[config.mk]
export PLATFORM = sky130hd
export DESIGN_NAME = id_ex_stage
export DESIGN_NICKNAME = d
export VERILOG_FILES = /design/src/rtl/id_ex_stage.sv
export SDC_FILE = /design/constraint.sdc
export NUM_CORES = 1
export LEC_CHECK = 0
export BUFFER_PORTS_ARGS = -buffer_cell sky130_fd_sc_hd__buf_2
export CAP_MARGIN = 15
export CORE_AREA = 3 3 126 128
export CTS_BUF_LIST = sky130_fd_sc_hd__clkbuf_8
export DETAILED_ROUTE_END_ITERATION = 8
export DIE_AREA = 0 0 129 131
export MAX_ROUTING_LAYER = met4
export SYNTH_ARGS = -nofsm -noshare
export SYNTH_HDL_FRONTEND = slang
export SYNTH_SLANG_ARGS = --single-unit
[constraint.sdc]
create_clock -name clk_i -period 3.05 [get_ports clk_i]
set_clock_uncertainty 0.05 [all_clocks]
set_input_delay 0.1525 -clock clk_i [delete_from_list [all_inputs] [get_ports clk_i]]
set_output_delay 0.1525 -clock clk_i [all_outputs]
set_load 0.01 [all_outputs]
[src/rtl/id_ex_stage.sv]
// id_ex_stage: ID/EX pipeline register and ALU operand select.
//
// Captures the decoded instruction into the EX register, inserts bubbles on
// flushes and hazards, and resolves RAW dependencies for the ALU operands.
//
// Ports
//   clk_i, rst_i                     clock, synchronous active-high reset
//   id_*                             decoded instruction from ID
//   flush_i                          kill the instruction in ID
//   exmem_*, memwb_*                 downstream producers (forwarding/hazards)
//   id_stall_o                       hold PC and IF/ID this cycle
//   ex_valid_o, ex_rd_o, ex_*_o      registered control for EX/MEM
//   ex_data1_o, ex_data2_o           ALU operands (combinational)
//   ex_alu_ctrl_o                    ALU op
//   ex_store_data_o                  rs2 value for stores
//   bubble_cnt_o                     saturating count of hazard bubbles
//
// Build option
//   FORWARD_EN  defined: forward from EX/MEM and MEM/WB, stall on load-use only.
//               undefined: no forwarding, stall until every in-flight writer
//               of a used source has retired.
module id_ex_stage #(
    parameter int DATA_W = 32,
    parameter int RA_W   = 5
) (
    input  logic              clk_i,
    input  logic              rst_i,
    input  logic              id_valid_i,
    input  logic [RA_W-1:0]   id_rs1_addr_i,
    input  logic [RA_W-1:0]   id_rs2_addr_i,
    input  logic [RA_W-1:0]   id_rd_addr_i,
    input  logic [DATA_W-1:0] id_rs1_data_i,
    input  logic [DATA_W-1:0] id_rs2_data_i,
    input  logic [DATA_W-1:0] id_imm_i,
    input  logic [3:0]        id_alu_ctrl_i,
    input  logic              id_alusrc_i,
    input  logic              id_regwrite_i,
    input  logic              id_memread_i,
    input  logic              id_memwrite_i,
    input  logic              id_memtoreg_i,
    input  logic              flush_i,
    input  logic              exmem_regwrite_i,
    input  logic [RA_W-1:0]   exmem_rd_i,
    input  logic [DATA_W-1:0] exmem_result_i,
    input  logic              memwb_regwrite_i,
    input  logic [RA_W-1:0]   memwb_rd_i,
    input  logic [DATA_W-1:0] memwb_data_i,
    output logic              id_stall_o,
    output logic              ex_valid_o,
    output logic [DATA_W-1:0] ex_data1_o,
    output logic [DATA_W-1:0] ex_data2_o,
    output logic [3:0]        ex_alu_ctrl_o,
    output logic [DATA_W-1:0] ex_store_data_o,
    output logic [RA_W-1:0]   ex_rd_o,
    output logic              ex_regwrite_o,
    output logic              ex_memread_o,
    output logic              ex_memwrite_o,
    output logic              ex_memtoreg_o,
    output logic [15:0]       bubble_cnt_o
);

    localparam logic [3:0] ALU_ADD = 4'b0011;

    logic                     vld_p0;
    logic [RA_W-1:0]          rs1_p0;
    logic [RA_W-1:0]          rs2_p0;
    logic [RA_W-1:0]          rd_p0;
    logic signed [DATA_W-1:0] rs1_data_p0;
    logic signed [DATA_W-1:0] rs2_data_p0;
    logic signed [DATA_W-1:0] imm_p0;
    logic [3:0]               alu_ctrl_p0;
    logic                     alusrc_p0;
    logic                     regwrite_p0;
    logic                     memread_p0;
    logic                     memwrite_p0;
    logic                     memtoreg_p0;
    logic [15:0]              bubble_cnt_p0;

    logic                     use_rs2;
    logic                     hazard;
    logic signed [DATA_W-1:0] op1;
    logic signed [DATA_W-1:0] op2;

    function automatic logic [15:0] sat_inc(input logic [15:0] cnt);
        return (cnt == 16'hFFFF) ? cnt : cnt + 16'd1;
    endfunction

    // True when an enabled writer targets a nonzero register read by ID.
    function automatic logic src_match(input logic            wr_en,
                                       input logic [RA_W-1:0] wr_rd,
                                       input logic [RA_W-1:0] rs1,
                                       input logic [RA_W-1:0] rs2,
                                       input logic            rs2_used);
        return wr_en && (wr_rd != '0) &&
               ((wr_rd == rs1) || (rs2_used && (wr_rd == rs2)));
    endfunction

`ifdef FORWARD_EN
    // EX/MEM is younger than MEM/WB, so it is checked first; x0 never forwards.
    function automatic logic signed [DATA_W-1:0] fwd_sel(
        input logic [RA_W-1:0]          src,
        input logic signed [DATA_W-1:0] captured,
        input logic                     xw,
        input logic [RA_W-1:0]          xrd,
        input logic [DATA_W-1:0]        xres,
        input logic                     ww,
        input logic [RA_W-1:0]          wrd,
        input logic [DATA_W-1:0]        wdat);
        if ((src != '0) && xw && (xrd == src))
            return xres;
        if ((src != '0) && ww && (wrd == src))
            return wdat;
        return captured;
    endfunction
`endif

    assign use_rs2 = ~id_alusrc_i | id_memwrite_i;

`ifdef FORWARD_EN
    // Only a load in EX cannot be covered by forwarding next cycle.
    assign hazard = src_match(vld_p0 & memread_p0, rd_p0,
                              id_rs1_addr_i, id_rs2_addr_i, use_rs2);

    assign op1 = fwd_sel(rs1_p0, rs1_data_p0, exmem_regwrite_i, exmem_rd_i,
                         exmem_result_i, memwb_regwrite_i, memwb_rd_i, memwb_data_i);
    assign op2 = fwd_sel(rs2_p0, rs2_data_p0, exmem_regwrite_i, exmem_rd_i,
                         exmem_result_i, memwb_regwrite_i, memwb_rd_i, memwb_data_i);
`else
    // Without forwarding ID must wait until the writer has left MEM/WB.
    assign hazard = src_match(vld_p0 & regwrite_p0, rd_p0,
                              id_rs1_addr_i, id_rs2_addr_i, use_rs2)
                  | src_match(exmem_regwrite_i, exmem_rd_i,
                              id_rs1_addr_i, id_rs2_addr_i, use_rs2)
                  | src_match(memwb_regwrite_i, memwb_rd_i,
                              id_rs1_addr_i, id_rs2_addr_i, use_rs2);

    assign op1 = rs1_data_p0;
    assign op2 = rs2_data_p0;

    logic unused_fwd;
    assign unused_fwd = ^{exmem_result_i, memwb_data_i, rs1_p0, rs2_p0};
`endif

    // A flushed instruction is discarded, so it must not hold the front end.
    assign id_stall_o = hazard & ~flush_i;

    // ---- ID -> EX register boundary ----
    always_ff @(posedge clk_i) begin
        if (rst_i || flush_i || hazard) begin
            vld_p0      <= 1'b0;
            rs1_p0      <= '0;
            rs2_p0      <= '0;
            rd_p0       <= '0;
            rs1_data_p0 <= '0;
            rs2_data_p0 <= '0;
            imm_p0      <= '0;
            alu_ctrl_p0 <= ALU_ADD;
            alusrc_p0   <= 1'b0;
            regwrite_p0 <= 1'b0;
            memread_p0  <= 1'b0;
            memwrite_p0 <= 1'b0;
            memtoreg_p0 <= 1'b0;
        end else begin
            vld_p0      <= id_valid_i;
            rs1_p0      <= id_rs1_addr_i;
            rs2_p0      <= id_rs2_addr_i;
            rd_p0       <= id_rd_addr_i;
            rs1_data_p0 <= id_rs1_data_i;
            rs2_data_p0 <= id_rs2_data_i;
            imm_p0      <= id_imm_i;
            alu_ctrl_p0 <= id_alu_ctrl_i;
            alusrc_p0   <= id_alusrc_i;
            regwrite_p0 <= id_regwrite_i;
            memread_p0  <= id_memread_i;
            memwrite_p0 <= id_memwrite_i;
            memtoreg_p0 <= id_memtoreg_i;
        end
    end

    // Flush bubbles are not counted; reset overrides a pending stall.
    always_ff @(posedge clk_i) begin
        if (rst_i)
            bubble_cnt_p0 <= '0;
        else if (hazard && !flush_i)
            bubble_cnt_p0 <= sat_inc(bubble_cnt_p0);
    end

    // ---- EX operand select ----
    assign ex_data1_o      = op1;
    assign ex_data2_o      = alusrc_p0 ? imm_p0 : op2;
    assign ex_store_data_o = op2;
    assign ex_valid_o      = vld_p0;
    assign ex_alu_ctrl_o   = alu_ctrl_p0;
    assign ex_rd_o         = rd_p0;
    assign ex_regwrite_o   = regwrite_p0;
    assign ex_memread_o    = memread_p0;
    assign ex_memwrite_o   = memwrite_p0;
    assign ex_memtoreg_o   = memtoreg_p0;
    assign bubble_cnt_o    = bubble_cnt_p0;

endmodule

## Yosys cells after proc, flatten, opt, wreduce, memory -nomap -nowiden

Cells that the tools add are included.

| word-level totals | value |
|---|---|
| output and inout bits | 127 |
| RAM bits | 0 |
| word-level logic and storage cells | 49 |
| bits in read-only memories | 0 |
| flip-flop bits (word level) | 127 |
| input bits | 200 |
| memories kept | 0 |
| latch bits | 0 |

| cells by class | value |
|---|---|
| $lt $le $gt $ge | 0 |
| bitwise gates (word level) | 8 |
| multiply operators | 0 |
| div/mod/pow operators | 0 |
| $add $sub $neg | 1 |
| shift-type cells | 0 |
| muxes and demuxes | 1 |
| reduce and logical (&&, ||, !) cells | 20 |
| eq/ne operators | 7 |

Operators with widths:

| cell | count |
|---|---|
| 2-to-1 mux 32 bit | 1 |
| == test 5 bit | 6 |
| adder 16 x 1 -> 16 bit, second input constant | 1 |
| == test 16 bit, second input constant | 1 |
| nonzero test 5 bit | 3 |
| logical AND 1 bit | 10 |
| logical OR 1 bit | 5 |
| inverter 1 bit | 3 |
| OR 1 bit | 3 |
| bitwise AND 1 bit | 2 |
| AND reduction 2 bit | 1 |
| zero test 1 bit | 1 |

## Depth between registers and ports, before layout

| logic depth | value |
|---|---|
| depth in word-level cells | 9 |
| depth in mapped cells | 8 |
| mapped depth without buffers | 6 |

## Least setup slack after synthesis

Ideal clock, no wire load.

| timing path | value |
|---|---|
| path type | reg2reg |
| start point | reg rd_p0[0], in the netlist ex_rd_o[0] |
| end point | reg alu_ctrl_p0[2], in the netlist ex_alu_ctrl_o[2] |
| path buffers | 2 |
| setup time | 0.059 ns |
| data required time | 2.941 ns |
| period minus slack after synthesis | 2.291 ns |
| slack | 0.759 ns |
| arrival | 2.182 ns |
| stages on the path, launching flop included | 8 |
| cell sequence | dfxtp_1 > or3_1 > o311a_1 > a222oi_1 > nor3b_2 > buf_2 > buf_2 > and2_1 |

| between the ends | value |
|---|---|
| cells in the longest elaborated chain, start to end | 7 |
| elaborated cells between the ends (all ways) | 10 |
| those cells by class | eq/ne: 2; bitwise: 2; reduce/logical: 6 |

Ends and longest elaborated chain:

| item | line | RTL |
|---|---|---|
| start, declared | 67 | `logic [RA_W-1:0] rd_p0;` |
| start signal, assigned | 167 | `rd_p0 <= id_rd_addr_i;` |
| == test 5 bit | 95 | `((wr_rd == rs1) \|\| (rs2_used && (wr_rd == rs2)));` |
| logical AND 1 bit | 95 |  |
| logical OR 1 bit | 95 |  |
| logical AND 1 bit (*) | 94 | `return wr_en && (wr_rd != '0) &&` |
| OR 1 bit (*) | 132 | `\| src_match(exmem_regwrite_i, exmem_rd_i,` |
| OR 1 bit (*) | 134 | `\| src_match(memwb_regwrite_i, memwb_rd_i,` |
| logical OR 1 bit (*) | 149 | `if (rst_i \|\| flush_i \|\| hazard) begin` |
| end signal, assigned | 171 | `alu_ctrl_p0 <= id_alu_ctrl_i;` |
| end, declared | 71 | `logic [3:0] alu_ctrl_p0;` |

Mark *: on every way between the ends. The rest lies on a longest branch, timed or not.
A chain may end at the register's enable or synchronous reset.

## Worst setup path after layout

| timing path | value |
|---|---|
| start point | reg rd_p0[0], in the netlist ex_rd_o[0] |
| end point | out id_stall_o |

| between the ends | value |
|---|---|
| cells in the longest elaborated chain, start to end | 7 |
| elaborated cells between the ends (all ways) | 10 |
| those cells by class | eq/ne: 2; bitwise: 3; reduce/logical: 5 |

Ends and longest elaborated chain:

| item | line | RTL |
|---|---|---|
| == test 5 bit | 95 |  |
| logical AND 1 bit | 95 |  |
| logical OR 1 bit | 95 |  |
| logical AND 1 bit (*) | 94 |  |
| OR 1 bit (*) | 132 |  |
| OR 1 bit (*) | 134 |  |
| bitwise AND 1 bit (*) | 145 | `assign id_stall_o = hazard & ~flush_i;` |
| end, declared | 48 | `output logic id_stall_o,` |

Marked as above.

==> flow_summary.json <==
{
  "num_rows": 45,
  "ant_nets": 0,
  "cts_sinks": 127,
  "antenna_found_initial": 0,
  "multi_input_area_um2": 1960,
  "syn_area_um2": 4600,
  "grt_pass1_vias": 4450,
  "synth-seq-area-share_pct": 55.2,
  "die-area_um2": 16900,
  "power_frac_seq_pct": 46.6,
  "layout-drive-gt1-share_pct": 41.4,
  "start_kind": "register",
  "clkSlewWorstSetupHoldPaths_ns": 0.08,
  "avgViaCountPerCell": 4.48,
  "synth_area_leaders": "dfxtp_1 (55%), and2_1 (15%), mux2_2 (8.3%)",
  "yosys_most_used_dff": "dfxtp_1",
  "gp_congestion": 0.907,
  "internal_power_mw": 2.83,
  "clk_latency_ns": 0.43,
  "finalHoldViolations": 0,
  "die_y_um": 131,
  "dp_slack_ns": 0.481,
  "critPathRequiredTime_ns": 2.85,
  "endpoint_kind": "output port",
  "fin_area_um2": 7610,
  "combPwrFrac_pct": 12.9,
  "worstPathArrival_ns": 2.50,
  "drtIter0Drc": 139,
  "setup_viol_count_final": 0,
  "finalWorstSetupSlack_ns": 0.346,
  "synth_top_area_cell": "dfxtp_1",
  "dr.pass1.iters": 4,
  "place.port_buffers": 262,
  "fin_tns_setup_ns": 0,
  "rsz0062_at_grt": "false",
  "min_period_ns": 2.70,
  "fmax_mhz": 370,
  "grt_usage_pct": 16.3,
  "n_antenna_cell": 0,
  "ios": 327,
  "die_x_um": 129,
  "dp_hpwl_um": 9300,
  "synth_commonest_cells": "dfxtp_1 (127), and2_1 (109), mux2_2 (34)",
  "grt_overflow_total": 0,
  "slew_headroom_pct": 40.8,
  "power_density_nw_per_um2": 496,
  "placed_area_um2": 6080,
  "synth.top_cell.area_share_pct": 55.2,
  "syn_area_per_cell_um2": 10.9,
  "num_vias": 4465,
  "n_fill_cell": 1322,
  "nets": 997,
  "worstHoldPathType": "primary input to register",
  "drc": 0,
  "syn_inst": 423,
  "regArea_um2": 2540,
  "start_util_pct": 30.7,
  "path_max_fanout": 31,
  "drt-total-wl_um": 14100,
  "cts-buffers-inserted": 17,
  "route.detailed.wl_per_inst_um": 14.1,
  "cts_tree": "built",
  "critical_path_class": "register to output port",
  "yosys_register_bits": 127,
  "p_leak_nw": 3.61,
  "synthArstFlopShare_pct": 0,
  "worst_slew_pin_slew_ns": 0.888,
  "cts_buffer_depth": 2,
  "outcome": "finished, final reports clean",
  "ir_drop_mv": 0.275,
  "grt_pass1_wl_um": 21100,
  "grt_max_degree": 69,
  "synth.distinct_cells": 36,
  "synth_edf_count": 0,
  "synth_nets": 624,
  "coreArea_um2": 15000,
  "syn2layout_area_growth_pct": 65.4,
  "period_share_pct": 88.6,
  "yosysWarningCount": 0,
  "synth.most_common_cell": "dfxtp_1",
  "switching_share_pct": 24.9,
  "p_sw_mw": 0.940,
  "ctsResizeCount": 0,
  "clockPowerShare_pct": 40.5,
  "cts_htree_levels": 4,
  "cts-root-buf": "clkbuf_8",
  "drv_cap": 0,
  "drv_slew": 0
}
==> final cells by class <==
class / instances / share of cell area [%]
multi-input cells: 271 / 25.7
clock buffers: 17 / 3.07
clock inverters: 15 / 2.40
repair buffers: 377 / 32.2
well taps: 188 / 3.09
flip-flops and latches: 127 / 33.4
inverters: 2 / 0.0986
==> power by group through the flow <==
stage | combinational, mW | clock, mW | sequential (mW)
3_3_place_gp | 0.365 | 0 | 1.79
4_1_cts | 0.485 | 1.58 | 1.76
6_report | 0.488 | 1.53 | 1.76
2_1_floorplan | 0.164 | 0 | 1.81
3_5_place_dp | 0.372 | 0 | 1.80
5_1_grt | 0.532 | 1.66 | 1.77
==> worst max-delay path: stages, from the launching register on <==
cell and delay, ns:
dfxtp_1 0.36, or3_1 0.38, o311a_1 0.32, a222oi_1 0.44
buf_4 0.37, nor2_1 0.06, buf_2 0.14
==> per-stage QoR <==
stage               cells  util (%)  hold WS (ns)  power (mW)
CTS                   997      50.8        0.0420        3.82
floorplan             423         -         0.204        1.97
detailed placement    854      40.6         0.303        2.17
finish                997      50.8        0.0905        3.77
global route          997      50.8        0.0630        3.95
global placement      854      40.6         0.290        2.16
==> state kept, by name, indices dropped and copies added, names as in the netlist <==
register,cells
ex_data1_o,32
ex_store_data_o,32
imm_p0,32
bubble_cnt_o,16
ex_rd_o,5
ex_alu_ctrl_o,4
alusrc_p0,1
ex_memread_o,1
ex_memtoreg_o,1
ex_memwrite_o,1
ex_regwrite_o,1
ex_valid_o,1
==> layout by cell type, fill, tap and decap left out, types with 4 or more instances in the layout <==
master         count
nand2_1            8
inv_6              5
xnor2_1           27
mux2_2            34
or4_1             13
nand4_1            5
clkbuf_8          17
a21oi_1           13
buf_4              4
dlygate4sd3_1    111
o31ai_1           11
buf_2            262
dfxtp_1          126
nand3_1           10
and2_1           109
nor2_1             6
==> logic make-up after synthesis <==
kind of cell	Yosys count	synth area share [%]
AND/OR/NAND/NOR	171	22.9
buffers and inverters	25	2.37
XOR/XNOR	30	5.71
flip-flops	127	55.2
multiplexers	34	8.32
adder cells (fa/ha/maj)	1	0.272
AO/OA/AOI/OAI	35	5.19
==> path summary, 6_finish.rpt <==
check / slack (ns) / end / cells after the start / start
max: 0.35 / id_stall_o / 6 / ex_rd_o[0]$_SDFF_PP0_
min: 0.09 / bubble_cnt_o[13]$_SDFFE_PP0P_ / 2 / rst_i
max reg2reg: 0.49 / ex_store_data_o[17]$_SDFF_PP0_ / 6 / ex_rd_o[0]$_SDFF_PP0_
min reg2reg: 0.45 / bubble_cnt_o[10]$_SDFFE_PP0P_ / 2 / bubble_cnt_o[10]$_SDFFE_PP0P_
==> routing by layer <==
metal	global-route usage, %	part of all wire (%)	up-vias
li1	-	-	2179
met1	18.6	41	2069
met2	26.8	50	198
met3	4.76	7.3	19
met4	6.67	1.5	0
met5	-	0	-
==> repair_timing <==
item	4_1_cts	5_1_grt
hold endpoints to repair	111	0
buffers inserted	0	0
hold buffers	111	0
Power figures use the tool's default switching activity.
